### config.mk
export PLATFORM = sky130hd
export DESIGN_NAME = mc_sequencer
export DESIGN_NICKNAME = d
export VERILOG_FILES = /design/src/rtl/mc_sequencer_pkg.sv /design/src/rtl/mc_sequencer_wait_timer.sv /design/src/rtl/mc_sequencer.sv
export SDC_FILE = /design/constraint.sdc
export NUM_CORES = 1
export LEC_CHECK = 0
export CAP_MARGIN = 20
export CELL_PAD_IN_SITES_DETAIL_PLACEMENT = 1
export CELL_PAD_IN_SITES_GLOBAL_PLACEMENT = 1
export CORE_MARGIN = 2
export CORE_UTILIZATION = 39
export CTS_BUF_LIST = sky130_fd_sc_hd__clkbuf_4
export DETAILED_ROUTE_END_ITERATION = 8
export GPL_TIMING_DRIVEN = 0
export HOLD_SLACK_MARGIN = 0.12
export PLACE_DENSITY = 0.8
export SYNTH_ARGS = -nofsm -noshare
export SYNTH_HDL_FRONTEND = slang
export SYNTH_SLANG_ARGS = --single-unit
### constraint.sdc
create_clock -name clk -period 3.3 [get_ports clk]
set_clock_uncertainty 0.1 [all_clocks]
set_input_delay 0.495 -clock clk [delete_from_list [all_inputs] [get_ports clk]]
set_output_delay 0.495 -clock clk [all_outputs]
set_load 0.01 [all_outputs]
### src/rtl/mc_sequencer_pkg.sv
// Shared state encodings, RV32 major opcodes and strobe bundle for the
// multi-cycle control sequencer.
package mc_sequencer_pkg;

    localparam logic [2:0] ST_FETCH     = 3'd0;
    localparam logic [2:0] ST_DECODE    = 3'd1;
    localparam logic [2:0] ST_EXECUTE   = 3'd2;
    localparam logic [2:0] ST_MEMORY    = 3'd3;
    localparam logic [2:0] ST_WRITEBACK = 3'd4;
    localparam logic [2:0] ST_HALT      = 3'd5;

    localparam logic [6:0] OPC_LOAD   = 7'b0000011;
    localparam logic [6:0] OPC_STORE  = 7'b0100011;
    localparam logic [6:0] OPC_OP     = 7'b0110011;
    localparam logic [6:0] OPC_OPIMM  = 7'b0010011;
    localparam logic [6:0] OPC_LUI    = 7'b0110111;
    localparam logic [6:0] OPC_AUIPC  = 7'b0010111;
    localparam logic [6:0] OPC_JAL    = 7'b1101111;
    localparam logic [6:0] OPC_JALR   = 7'b1100111;
    localparam logic [6:0] OPC_BRANCH = 7'b1100011;
    localparam logic [6:0] OPC_FENCE  = 7'b0001111;
    localparam logic [6:0] OPC_SYSTEM = 7'b1110011;

    typedef struct packed {
        logic mem_req;
        logic mem_we;
        logic addr_sel;
        logic ir_we;
        logic pc_we;
        logic rf_we;
    } strobes_t;

    function automatic logic opc_supported(input logic [6:0] opc);
        case (opc)
            OPC_LOAD, OPC_STORE, OPC_OP, OPC_OPIMM, OPC_LUI,
            OPC_AUIPC, OPC_JAL, OPC_JALR, OPC_BRANCH, OPC_FENCE: return 1'b1;
            default: return 1'b0;
        endcase
    endfunction

endpackage

### src/rtl/mc_sequencer_wait_timer.sv
// Saturating wait-state counter; expired flags the stalled request cycle
// whose increment would reach LIMIT, so the caller can abort on that edge.
module wait_timer #(
    parameter int LIMIT = 16
) (
    input  logic clk,
    input  logic rst,
    input  logic clr,
    input  logic en,
    output logic expired
);
    localparam int W = $clog2(LIMIT + 1);

    logic [W-1:0] cnt_q, cnt_d;

    assign expired = en && (cnt_q == W'(LIMIT - 1));

    always_comb begin
        cnt_d = cnt_q;
        if (clr)
            cnt_d = '0;
        else if (en && (cnt_q != W'(LIMIT)))
            cnt_d = cnt_q + 1'b1;
    end

    always_ff @(posedge clk) begin
        if (!rst) cnt_q <= '0;
        else      cnt_q <= cnt_d;
    end

endmodule

### src/rtl/mc_sequencer.sv
// Multi-cycle FETCH/DECODE/EXECUTE/MEMORY/WRITEBACK sequencer over one
// handshaked memory port, with retire/cycle counters and sticky error flags.
module mc_sequencer
    import mc_sequencer_pkg::*;
#(
    parameter int CNT_W       = 32,
    parameter int MEM_TIMEOUT = 16
) (
    input  logic             clk,
    input  logic             rst,
    input  logic [6:0]       opcode,
    input  logic             mem_ack,
    output logic             mem_req,
    output logic             mem_we,
    output logic             addr_sel,
    output logic             ir_we,
    output logic             pc_we,
    output logic             rf_we,
    output logic [2:0]       state,
    output logic             halted,
    output logic             bus_err,
    output logic             illegal,
    output logic [CNT_W-1:0] instret,
    output logic [CNT_W-1:0] cycles
);
    logic [2:0]       state_q, state_d;
    logic             bus_err_q, bus_err_d;
    logic             illegal_q, illegal_d;
    logic [CNT_W-1:0] instret_q, instret_d;
    logic [CNT_W-1:0] cycles_q, cycles_d;
    strobes_t         stb;
    logic             timeout;

    // Waits are counted only while a request is stalled; any idle or ack cycle rearms it.
    wait_timer #(.LIMIT(MEM_TIMEOUT)) u_wait (
        .clk     (clk),
        .rst     (rst),
        .clr     (!stb.mem_req || mem_ack),
        .en      (stb.mem_req && !mem_ack),
        .expired (timeout)
    );

    always_comb begin
        stb       = '0;
        state_d   = state_q;
        bus_err_d = bus_err_q;
        illegal_d = illegal_q;
        case (state_q)
            ST_FETCH: begin
                stb.mem_req = 1'b1;
                if (mem_ack) begin
                    stb.ir_we = 1'b1;
                    state_d   = ST_DECODE;
                end else if (timeout) begin
                    bus_err_d = 1'b1;
                    state_d   = ST_HALT;
                end
            end
            ST_DECODE: begin
                if (opcode == OPC_SYSTEM) begin
                    state_d = ST_HALT;
                end else if (!opc_supported(opcode)) begin
                    illegal_d = 1'b1;
                    state_d   = ST_HALT;
                end else begin
                    state_d = ST_EXECUTE;
                end
            end
            ST_EXECUTE: begin
                case (opcode)
                    OPC_LOAD, OPC_STORE: state_d = ST_MEMORY;
                    OPC_BRANCH, OPC_FENCE: begin
                        stb.pc_we = 1'b1;
                        state_d   = ST_FETCH;
                    end
                    default: state_d = ST_WRITEBACK;
                endcase
            end
            ST_MEMORY: begin
                stb.mem_req  = 1'b1;
                stb.addr_sel = 1'b1;
                stb.mem_we   = (opcode == OPC_STORE);
                if (mem_ack) begin
                    if (opcode == OPC_STORE) begin
                        stb.pc_we = 1'b1;
                        state_d   = ST_FETCH;
                    end else begin
                        state_d = ST_WRITEBACK;
                    end
                end else if (timeout) begin
                    bus_err_d = 1'b1;
                    state_d   = ST_HALT;
                end
            end
            ST_WRITEBACK: begin
                stb.rf_we = 1'b1;
                stb.pc_we = 1'b1;
                state_d   = ST_FETCH;
            end
            ST_HALT: ;
            default: state_d = ST_HALT;
        endcase

        if (!rst) begin
            stb.mem_req = 1'b0;
            stb.mem_we  = 1'b0;
            stb.ir_we   = 1'b0;
            stb.pc_we   = 1'b0;
            stb.rf_we   = 1'b0;
        end

        instret_d = instret_q + CNT_W'(stb.pc_we);
        cycles_d  = (state_q != ST_HALT) ? cycles_q + 1'b1 : cycles_q;
    end

    always_ff @(posedge clk) begin
        if (!rst) begin
            state_q   <= ST_FETCH;
            bus_err_q <= 1'b0;
            illegal_q <= 1'b0;
            instret_q <= '0;
            cycles_q  <= '0;
        end else begin
            state_q   <= state_d;
            bus_err_q <= bus_err_d;
            illegal_q <= illegal_d;
            instret_q <= instret_d;
            cycles_q  <= cycles_d;
        end
    end

    assign mem_req  = stb.mem_req;
    assign mem_we   = stb.mem_we;
    assign addr_sel = stb.addr_sel;
    assign ir_we    = stb.ir_we;
    assign pc_we    = stb.pc_we;
    assign rf_we    = stb.rf_we;
    assign state    = state_q;
    assign halted   = (state_q == ST_HALT);
    assign bus_err  = bus_err_q;
    assign illegal  = illegal_q;
    assign instret  = instret_q;
    assign cycles   = cycles_q;

endmodule

# == Word-level counts from Yosys, hierarchy flattened ==
# Cells that the tools add are included.
# word_totals
n_memories,0
ram_bits,0
ff_bits,74
latchBits,0
output_inout_bits,76
rom_bits,0
input_bits,10
elab_cells,68
# classes
n_reduce_logical,14
order_cmp,0
n_shift,0
div_mod_pow,0
multipliers,0
n_bitwise,4
eq_ne,19
muxes,22
add_sub_neg,3
# ops
operator,count
$add A32 B1 Y32,1
$add A32 B1 Y32 const B,1
$eq A7 B7 Y1 const B,4
$eq A7 B6 Y1 const B,3
$mux W3,7
$pmux W3 S6,1
$eq A7 B5 Y1 const B,2
$mux W1,10
$reduce_or A10 Y1,1
$reduce_or A2 Y1,4
$eq A7 B2 Y1 const B,1
$eq A7 B4 Y1 const B,1
$eq A3 B2 Y1 const B,2
$eq A3 B3 Y1 const B,2
$pmux W3 S2,1
$reduce_and A3 Y1,2
$add A5 B1 Y5 const B,1
$eq A5 B4 Y1 const B,1
$ne A5 B5 Y1 const B,1
$mux W2,2
$not A1 Y1,4
$eq A3 B1 Y1 const B,1
$logic_and A1 B1 Y1,3
$logic_not A3 Y1,1
4 further kinds,5

# == Logic depth before layout (Yosys ltp) ==
# Gate-level depths: netlist of run 1.
# logic_depth
word_depth,9
mapped_depth,12
depth_no_buf,12

# == Modules after synthesis ==
# From an unflattened synthesis of run 1, not the netlist that was laid out.
# unflattened
cells_unflattened,469
area_unflattened_um2,4041.4
# by_module_without_submodules
module,seq_area_each_um2,n_inst,area_each_um2,cells_each
mc_sequencer,1381.3,1,3734.8,436
wait_timer,100.1,1,306.5,33

# == Worst setup path after synthesis of run 1 ==
# OpenSTA, ideal clock, no wires.
# synth_timing
path_kind,in2reg
from,input port opcode[3]
to,"register instret_q[22], in the netlist instret[22]"
path_buffers,0
stages,12
t_arrival_ps,2970
setup_ps,115
required_ps,3085
setup_slack_ps,115
path_cell_list,or3_1 nor3_1 nand3_1 o22ai_1 and2_1 ha_1 ha_1 nand2_1 nor4_4 nand2_1 xnor2_1 and2_1
# synth_between
elab_chain_len,6
word_cells_on_any_way,10
classes_between,1 x add/sub; 3 x eq/ne; 5 x mux; 1 x reduce/logical
# synth_rtl
item,line,rtl
start: declaration,mc_sequencer.sv:11,"input logic [6:0] opcode,"
"$eq A7 B6 Y1, or another cell as far along",mc_sequencer.sv:84,if (opcode == OPC_STORE) begin
$mux W1 or $reduce_or A2 Y1 (tied branches),"mc_sequencer.sv:84, mc_sequencer.sv:70",
$mux W1 (on tied branches),"mc_sequencer.sv:83, mc_sequencer.sv:70",
$pmux W1 S3 *,mc_sequencer.sv:48,case (state_q)
$mux W3 *,mc_sequencer.sv:104,if (!rst) begin
net pc_we,mc_sequencer.sv:17,"output logic pc_we,"
$add A32 B1 Y32 *,mc_sequencer.sv:112,instret_d = instret_q + CNT_W'(stb.pc_we);
end signal: assignment,mc_sequencer.sv:127,instret_q <= instret_d;
end: declaration,mc_sequencer.sv:29,"logic [CNT_W-1:0] instret_q, instret_d;"
# Mark *: on every way through the listed nets, which the timed path passes. The rest lies on a longest branch.
# A chain may end at the register's enable or synchronous reset.

# == Final worst setup path of run 1 ==
# layout_timing
from,input port opcode[3]
to,"register instret_q[26], in the netlist instret[26]"
# layout_between
elab_chain_len,6
word_cells_on_any_way,10
classes_between,1 x add/sub; 3 x eq/ne; 5 x mux; 1 x reduce/logical
# layout_rtl
item,line
"$eq A7 B6 Y1, or another cell as far along",mc_sequencer.sv:84
$mux W1 or $reduce_or A2 Y1 (tied branches),"mc_sequencer.sv:84, mc_sequencer.sv:70"
$mux W1 (on tied branches),"mc_sequencer.sv:83, mc_sequencer.sv:70"
$pmux W1 S3 *,mc_sequencer.sv:48
$mux W3 *,mc_sequencer.sv:104
$add A32 B1 Y32 *,mc_sequencer.sv:112
# Every way passes the cells marked *; elsewhere a longest branch is shown, timed or not.

==> impl_summary.txt, run 1 <==
----------------------------------------------------
[Outcome]
  Outcome ... finished, final reports clean

[GRT]
  Initial antenna violation count ... 0
  Total gr overflow ... 0
  Global-route total usage across every layer ... 19.4%
  Global-route wire length before repair ... 16300 um
  Largest net degree at the start of global routing ... 13
  Vias in the first global route ... 3480

[Floorplan]
  Rows ... 35
  Die ar. ... 10500 um^2
  Effective utilization at floorplan ... 40.5%
  Io pins ... 86
  Area of the core ... 9330 um^2
  Die span in x ... 102 um
  Die Y ... 102 um

[Worst hold path]
  Worst hold path endpoint ... cycles[1]$_SDFFE_PN0N_
  Class of the worst hold path ... reg -> reg
  Worst hold path startpoint ... cycles[1]$_SDFFE_PN0N_
  Hold-critical path depth ... 2

[Pwr]
  Standby leakage power ... 0.00186 uW
  Worst voltage drop across the vdd grid ... 0.179 mV
  Share of total power consumed by net switching ... 25.7%
  Final Power ... 1650 uW
  Sequential cell fraction of total power ... 55.9%
  Clock share of power ... 34.4%
  Areal power density over the cells ... 332 nW/um^2
  Pint ... 1230 uW
  Switch Pwr ... 424 uW
  Combinational fraction of design power ... 9.7%

[Synthesis]
  Synthesized netlist cell count ... 432
  Netlist Area Pre-Place ... 3770 um^2
  Library cells used by synthesis ... 41
  Mean cell area of the mapped netlist ... 8.74 um^2
  Number of nets in the synthesized netlist ... 448
  Sequential element share of the synthesized area ... 39.2%
  Number of register bits inferred by synthesis ... 74
  Number of warnings printed during yosys synthesis ... 0

[Finish]
  Non-filler instance count after layout ... 662
  Layout area overhead ... 31.8%
  # diodes ... 0
  Filler instances ... 1108
  Number of nets in the layout ... 544
  Fraction of layout instances using a drive strength above 1 ... 6.57%

[Detailed routing]
  Router iterations before antenna repair ... 4
  Iteration-0 DRC count of the detailed router ... 77
  Routed wire length ... 9960 um
  Via total after detailed routing ... 3431
  Via count normalized by instance count ... 5.18
  DRC viols ... 0
  Wirelength per Cell ... 15.0 um
  Post-route ant nets ... 0

[Worst setup path]
  Reg-to-reg slack, setup ... 280 ps
  Worst Setup End Kind ... flop
  CP required ... 3510 ps
  Type of element launching the critical path ... input pin
  Worst path arrival time ... 3330 ps
  Setup Crit Path Kind ... in -> reg
  Depth of the worst register-to-register path ... 12
  Launch point of the worst reg-to-reg path ... state[1]$_SDFFE_PN0N_
  RR Endpoint ... instret[26]$_SDFF_PN0_
  Largest fanout of any net on the critical path ... 8

[Clock network]
  Inserted Clock Buffers ... 9
  Insertion delay to the later sink of the worst-skew pair ... 410 ps
  Clock edge transition at the registers on the reported setup and hold paths ... 130 ps
  Number of H-tree branching levels ... 3
  Maximum buffer depth of the clock tree ... 2
  Count of hold-fix buffers inserted at cts ... 0
  CTS tree ... done
  Cell at the root of the clock tree ... sky130_fd_sc_hd__clkbuf_4
  Sink count of the clock tree ... 74

[Flow run]
  Max-cap violations ... 0

[STA]
  Worst max-slew margin expressed relative to the limit ... 58.3%
  RSZ-0062 raised after global routing ... false
  Number of slew-limit violations in the final report ... 0
  Setup slack of the critical path after layout ... 181 ps
  Final Critical Period ... 3120 ps
  Fmax ... 321 MHz
  Total Neg Setup Slack ... 0 ps
  Final cycle utilization of the critical path ... 94.5%
  Transition time of the tightest slew-check pin ... 616 ps
  Final hold vios ... 0
  Number of endpoints failing setup at the final stage ... 0

[Place]
  Detail Placement HPWL ... 7500 um
  Worst slack at placement ... -1030 ps
  Weighted congestion at the end of routability-driven global placement ... 0.795
  Buffers on Ports ... 85
  Instance count after placement with tap cells included ... 646

----------------------------------------------------
[cell type report]
class | count | area [um^2] | share of cell area, %
Tap cell | 129 | 161 | 3.24
Clock inverter | 5 | 55.1 | 1.11
Clock buffer | 11 | 82.6 | 1.66
Timing Repair Buffer | 87 | 862 | 17.3
Buffer | 16 | 70.1 | 1.41
Sequential cell | 74 | 1480 | 29.8
Inverter | 13 | 48.8 | 0.981
Multi-Input combinational cell | 327 | 2210 | 44.5
[power groups by stage]
stage | clock, uW | combinational (uW) | sequential [uW]
after floorplan | 0 | 76.9 | 943
after global placement | 0 | 153 | 942
after detailed placement | 0 | 158 | 942
after CTS | 588 | 159 | 922
after global routing | 628 | 178 | 926
final | 568 | 160 | 923
[timing repair]
action / 4_1_cts / 5_1_grt
pin swaps: 2 / 0
buffers inserted: 2 / 0
gates resized for setup: 8 / 4
setup endpoints to repair: 22 / 9
[synth_stat cells, drive strengths merged]
library cell  number  share of area [%]
dfxtp             74                 39
and2              59                9.8
xnor2             43                 10
nand2             37                3.7
nand4             31                5.9
nand3             23                3.0
nor2              19                1.9
inv               13                1.3
nand2b            13                2.2
nor3              12                1.6
clkbuf            11                1.1
and3              10                1.7
xor2              10                2.3
and4               8                1.9
mux2i              8                2.1
nor2b              8                1.3
buf                7               0.93
ha                 6                2.0
a21oi              5               0.66
o211ai             5               0.99
o21ai              5               0.66
o31ai              5               0.99
nor4               3                1.3
a21boi             2               0.40
a31oi              2               0.33
nand3b             2               0.40
o22ai              2               0.33
a2bb2oi            1               0.23
a311o              1               0.27
a311oi             1               0.23
nand4bb            1               0.30
nor3b              1               0.20
o21a               1               0.20
o311ai             1               0.23
or2                1               0.17
or3                1               0.17
[critical path: stages]
cell                            delay, ps
sky130_fd_sc_hd__dlygate4sd2_1        310
sky130_fd_sc_hd__or3_1                440
sky130_fd_sc_hd__nor3_4               210
sky130_fd_sc_hd__nand3_1              140
sky130_fd_sc_hd__o22ai_2              180
sky130_fd_sc_hd__and2_4               180
sky130_fd_sc_hd__ha_4                 170
sky130_fd_sc_hd__ha_4                 160
sky130_fd_sc_hd__nand2_1              120
sky130_fd_sc_hd__nor4_4               290
sky130_fd_sc_hd__buf_4                180
sky130_fd_sc_hd__nand2_1              140
sky130_fd_sc_hd__o211ai_1             210
sky130_fd_sc_hd__o31ai_1               90
[worst max path at each step]
stage | end | slack [ps] | from | cells after the start
2_1_floorplan | instret[22]$_SDFF_PN0_ | 120 | opcode[3] | 12
3_3_place_gp | instret[22]$_SDFF_PN0_ | -950 | opcode[3] | 13
3_5_place_dp | instret[26]$_SDFF_PN0_ | -1030 | opcode[3] | 13
4_1_cts | instret[26]$_SDFF_PN0_ | 40 | opcode[3] | 14
5_1_grt | instret[24]$_SDFF_PN0_ | 30 | opcode[3] | 14
6_report | instret[26]$_SDFF_PN0_ | 180 | opcode[3] | 14
[state kept, by name, indices dropped and copies added (netlist names)]
signal        count
instret          32
state             3
u_wait.cnt_q      5
cycles           32
bus_err           1
illegal           1
[routing by layer]
layer / up-vias / wire length [um] / GRT usage, % / share of wire, %
met3: 9 / 286 / 3.01 / 2.9
li1: 1675 / - / - / -
met1: 1682 / 4720 / 25.2 / 47
met4: 0 / 112 / 6.46 / 1.1
met2: 65 / 4840 / 33.0 / 49
met5: - / 0 / 0 / 0
[metrics by stage]
step	instance area, um^2	hold WS [ps]	util, %
after floorplan	3770	394	-
after CTS	4950	422	53.1
after detailed placement	4790	396	51.3
after global placement	4790	376	51.3
final	4970	413	53.3
after global routing	4970	452	53.3
[layout by cell type, fill, tap and decap left out, types with 10 or more instances in the layout]
| cell type | synthesis | final |
|---|---|---|
| sky130_fd_sc_hd__clkdlybuf4s50_1 | 0 | 82 |
| sky130_fd_sc_hd__dfxtp_1 | 74 | 74 |
| sky130_fd_sc_hd__and2_1 | 58 | 57 |
| sky130_fd_sc_hd__xnor2_1 | 43 | 43 |
| sky130_fd_sc_hd__nand2_1 | 37 | 37 |
| sky130_fd_sc_hd__nand4_1 | 29 | 29 |
| sky130_fd_sc_hd__nand3_1 | 23 | 23 |
| sky130_fd_sc_hd__nor2_1 | 19 | 19 |
| sky130_fd_sc_hd__inv_1 | 13 | 13 |
| sky130_fd_sc_hd__nand2b_1 | 13 | 13 |
| sky130_fd_sc_hd__nor3_1 | 12 | 11 |
| sky130_fd_sc_hd__clkbuf_4 | 0 | 11 |
| sky130_fd_sc_hd__and3_1 | 10 | 10 |
| sky130_fd_sc_hd__xor2_1 | 10 | 10 |
[kinds of logic (layout without fill, tap and decap cells)]
kind of cell | count (synthesis) | after routing | synth area share (%)
and+or+nand+nor | 229 | 229 | 35.5
DFF | 74 | 74 | 39.2
xor gates and xnor gates | 53 | 53 | 12.3
AOI/OAI and AO/OA | 31 | 31 | 5.54
buffers and inverters | 31 | 132 | 3.31
muxes | 8 | 8 | 2.12
adders and majority gates | 6 | 6 | 1.99
(Power assumes the default switching activity.)
==> inputs of run 2 (changes only) <==
--- a/config.mk
+++ b/config.mk
@@ -5,16 +5,17 @@
 export SDC_FILE = /design/constraint.sdc
 export NUM_CORES = 1
 export LEC_CHECK = 0
+export ABC_AREA = 1
 export CAP_MARGIN = 20
 export CELL_PAD_IN_SITES_DETAIL_PLACEMENT = 1
 export CELL_PAD_IN_SITES_GLOBAL_PLACEMENT = 1
 export CORE_MARGIN = 2
-export CORE_UTILIZATION = 39
+export CORE_UTILIZATION = 37
 export CTS_BUF_LIST = sky130_fd_sc_hd__clkbuf_4
 export DETAILED_ROUTE_END_ITERATION = 8
 export GPL_TIMING_DRIVEN = 0
 export HOLD_SLACK_MARGIN = 0.12
-export PLACE_DENSITY = 0.8
+export PLACE_DENSITY = 0.79
 export SYNTH_ARGS = -nofsm -noshare
 export SYNTH_HDL_FRONTEND = slang
 export SYNTH_SLANG_ARGS = --single-unit
==> run 2 against run 1 <==
  * Worst setup slack better by 110 ps
  * Sequential power grew 1%
  * Synthesized cell count rose by 50%
  * Final cell count increased by 35%
  * Power grew 7.0%
  * Wire length up 40%
  * Via count rose by 34%
  * First-iteration DRC count increased by 100%
  * Die area rose by 18%
  * Sequential share of layout area down 2.6 points
  * Global-route usage rose by 3.2 points
  * Critical path depth is 6 lower
  * Highest routed layer unchanged
==> impl_summary.txt, run 2 <==
----------------------------------------------------
[Synthesis]
  Post-synth top area share ... 34.8% (-4.5 points)
  Dominant synthesized flop cell ... sky130_fd_sc_hd__dfxtp_1
  Most frequently used cell type in the post-synthesis netlist ... sky130_fd_sc_hd__nand2_1
  Post-synthesis simple-gate area fraction ... 43.0% (+7.5 points)
  Adder and majority cell fraction of the synthesized area ... 1.76% (-0.23 points)
  Async set-or-reset flop fraction in the synthesized netlist ... 0% (unchanged)
  Leading post-synthesis cells by instance count ... sky130_fd_sc_hd__nand2_1, sky130_fd_sc_hd__nor2_1, sky130_fd_sc_hd__inv_1
  Compound-cell area share of the yosys netlist ... 9.98% (+4.4 points)
  Number of synthesized flops with an enable pin ... 0 (unchanged)
  Netlist Area Pre-Place ... 4260 um^2 (+13%)
  Share of synthesized area spent on multiplexers ... 0% (-2.1 points)
  Post-synthesis cell type with the largest combined area ... sky130_fd_sc_hd__dfxtp_1
  Sequential element share of the synthesized area ... 34.8% (-4.5 points)
  Combinational family with the most area after synthesis ... simple AND/OR/NAND/NOR gates
  Mean cell area of the mapped netlist ... 6.59 um^2 (-25%)
  Synthesized netlist cell count ... 647 (+50%)
  Largest cells by area after synthesis ... sky130_fd_sc_hd__dfxtp_1, sky130_fd_sc_hd__nand2_1, sky130_fd_sc_hd__nor2_1, sky130_fd_sc_hd__inv_1, sky130_fd_sc_hd__a21oi_1
  Number of nets in the synthesized netlist ... 663 (+48%)
  Library cells used by synthesis ... 37 (-9.8%)
  Number of warnings printed during yosys synthesis ... 0 (unchanged)
  Number of register bits inferred by synthesis ... 74 (unchanged)
  Post-synthesis xor/xnor area fraction ... 1.23% (-11 points)

[Place]
  Instance count after placement with tap cells included ... 875 (+35%)
  Detail Placement HPWL ... 10900 um (+46%)
  Buffers on Ports ... 85 (unchanged)
  Weighted congestion at the end of routability-driven global placement ... 0.879 (+10%)

[Worst hold path]
  Class of the worst hold path ... reg -> reg

[STA]
  Final hold vios ... 0 (unchanged)
  Number of endpoints failing setup at the final stage ... 0 (unchanged)
  Transition time of the tightest slew-check pin ... 654 ps (+37.8 ps)
  Number of slew-limit violations in the final report ... 0 (unchanged)
  Final Critical Period ... 3010 ps (-113 ps)
  Fmax ... 333 MHz (+3.8%)
  Final cycle utilization of the critical path ... 91.1% (-3.4 points)
  Worst max-slew margin expressed relative to the limit ... 56.4% (-1.9 points)
  Total Neg Setup Slack ... 0 ps (unchanged)
  RSZ-0062 raised after global routing ... false

[Worst setup path]
  Type of element launching the critical path ... input pin
  Worst path arrival time ... 2410 ps (-920 ps)
  Worst Setup End Kind ... output port
  Largest fanout of any net on the critical path ... 6 (-2)
  CP required ... 2700 ps (-810 ps)
  Setup Crit Path Kind ... in -> out

[Detailed routing]
  Routed wire length ... 13900 um (+40%)
  Post-route ant nets ... 0 (unchanged)
  DRC viols ... 0 (unchanged)
  Router iterations before antenna repair ... 4 (unchanged)
  Via total after detailed routing ... 4594 (+34%)
  Via count normalized by instance count ... 5.14 (-0.74%)
  Iteration-0 DRC count of the detailed router ... 157 (+100%)
  Wirelength per Cell ... 15.6 um (+3.6%)

[Finish]
  Commonest non-fill, non-tap cell in the layout ... sky130_fd_sc_hd__nand2_1
  Most frequent cells in the layout ... sky130_fd_sc_hd__nand2_1, sky130_fd_sc_hd__nor2_1, sky130_fd_sc_hd__clkdlybuf4s50_1
  Layout area overhead ... 28.0%
  Non-filler instance count after layout ... 893 (+35%)
  Fraction of layout instances using a drive strength above 1 ... 10.8% (+4.2 points)
  Multi-input combinational cell area ... 2400 um^2 (+8.5%)
  Storage cell area ... 1480 um^2 (unchanged)
  Filler instances ... 1490 (+34%)
  Number of nets in the layout ... 761 (+40%)
  # diodes ... 0 (unchanged)

[Floorplan]
  Die ar. ... 12400 um^2 (+18%)
  Die span in x ... 111 um (+8.7%)
  Die Y ... 111 um (+8.7%)
  Area of the core ... 11300 um^2 (+21%)
  Io pins ... 86 (unchanged)
  Effective utilization at floorplan ... 37.7% (-2.8 points)
  Rows ... 39 (+11%)

[Clock network]
  Clock edge transition at the registers on the reported setup and hold paths ... 120 ps (about the same)
  Cell at the root of the clock tree ... sky130_fd_sc_hd__clkbuf_4
  Number of H-tree branching levels ... 3 (unchanged)
  CTS tree ... done
  Insertion delay to the later sink of the worst-skew pair ... 450 ps (+40 ps)
  Count of hold-fix buffers inserted at cts ... 0 (unchanged)
  Maximum buffer depth of the clock tree ... 2 (unchanged)
  Inserted Clock Buffers ... 9 (unchanged)
  Sink count of the clock tree ... 74 (unchanged)

[GRT]
  Global-route total usage across every layer ... 22.7% (+3.2 points)
  Initial antenna violation count ... 0 (unchanged)
  Total gr overflow ... 0 (unchanged)
  Vias in the first global route ... 4713 (+35%)
  Global-route wire length before repair ... 22900 um (+40%)
  Largest net degree at the start of global routing ... 13 (unchanged)

[Flow run]
  Max-cap violations ... 0 (unchanged)

[Pwr]
  Standby leakage power ... 0.00193 uW (+3.6%)
  Areal power density over the cells ... 324 nW/um^2 (-2.4%)
  Worst voltage drop across the vdd grid ... 0.187 mV (+4.8%)

[Outcome]
  Outcome ... finished, final reports clean

----------------------------------------------------
==> run 2: cell count changes after synthesis, sizes merged, moves of 9 or more <==
cell / change
nand2: +133
nor2: +93
inv: +79
and2: -59
a21oi: +44
xnor2: -42
o21ai: +19
nand3: +16
nand2b: -13
nor3: +13
and3: -9
nand4: -9
==> run 2: logic make-up after synthesis <==
group,after synthesis
simple gates,378
buf+inv,102
compound gates,81
xor+xnor,6
fa+ha+maj,6
flops,74
==> run 2: layout make-up <==
cell class              count  share of cell area [%]
inverters                  93                    6.46
well taps                 143                    3.28
flip-flops and latches     74                    27.1
clock inverters             7                    1.10
plain buffers               9                   0.871
multi-input cells         471                    44.0
repair buffers             87                    15.9
clock buffers               9                    1.24
==> run 2: worst max-delay path, cell delays in order <==
cell and delay [ps]:
sky130_fd_sc_hd__clkdlybuf4s50_1 490, sky130_fd_sc_hd__nand2_1 110, sky130_fd_sc_hd__nor2_4 180, sky130_fd_sc_hd__nand3_1 120, sky130_fd_sc_hd__nor3_1 230, sky130_fd_sc_hd__nand2_1 130, sky130_fd_sc_hd__nand2_1 110, sky130_fd_sc_hd__clkdlybuf4s50_1 540
==> run 2: path summary, 6_finish.rpt <==
check	start	endpoint	slack, ps	depth (start not counted)
worst min register to register	bus_err$_SDFFE_PN0P_	bus_err$_SDFFE_PN0P_	370	2
worst max-delay path	opcode[0]	pc_we	290	8
worst max register to register	state[2]$_SDFFE_PN0N_	instret[18]$_SDFF_PN0_	430	16
worst min-delay path	bus_err$_SDFFE_PN0P_	bus_err$_SDFFE_PN0P_	370	2
==> run 2: what timing repair did <==
item,CTS,global route
gates resized for setup,1,7
pin swaps,0,0
setup buffers,0,2
setup endpoints to repair,1,13
==> run 2: stage by stage <==
| step | area (um^2) | setup WS (ps) | hold WS, ps | util [%] | total power [uW] |
|---|---|---|---|---|---|
| floorplan | 4260 | 432 | 374 | - | 1100 |
| global placement | 5290 | -379 | 348 | 46.8 | 1200 |
| detailed placement | 5290 | -450 | 354 | 46.8 | 1210 |
| CTS | 5420 | 4.12 | 372 | 47.9 | 1780 |
| global route | 5460 | 33.1 | 420 | 48.2 | 1840 |
| finish | 5460 | 293 | 367 | 48.2 | 1770 |
==> run 2: routing by layer <==
layer | wire [um] | up-vias | share of wire (%) | track usage [%]
li1 | - | 2262 | - | -
met1 | 6310 | 2208 | 45 | 28.8
met2 | 6800 | 109 | 49 | 38.3
met3 | 595 | 15 | 4.3 | 4.19
met4 | 215 | 0 | 1.5 | 8.72
met5 | 0 | - | 0 | 0
==> run 2: power by group <==
part           total (uW)  switching (uW)  internal, uW
combinational         258             148           110
clock                 574             352           222
sequential            936            23.0           913
==> inputs of run 3 (changes only) <==
--- a/config.mk
+++ b/config.mk
@@ -14,7 +14,7 @@
 export CTS_BUF_LIST = sky130_fd_sc_hd__clkbuf_4
 export DETAILED_ROUTE_END_ITERATION = 8
 export GPL_TIMING_DRIVEN = 0
-export HOLD_SLACK_MARGIN = 0.12
+export HOLD_SLACK_MARGIN = 0.1
 export PLACE_DENSITY = 0.79
 export SYNTH_ARGS = -nofsm -noshare
 export SYNTH_HDL_FRONTEND = slang
==> results of run 3 <==
Final layout, timing and power as in run 2 (identical DEF).
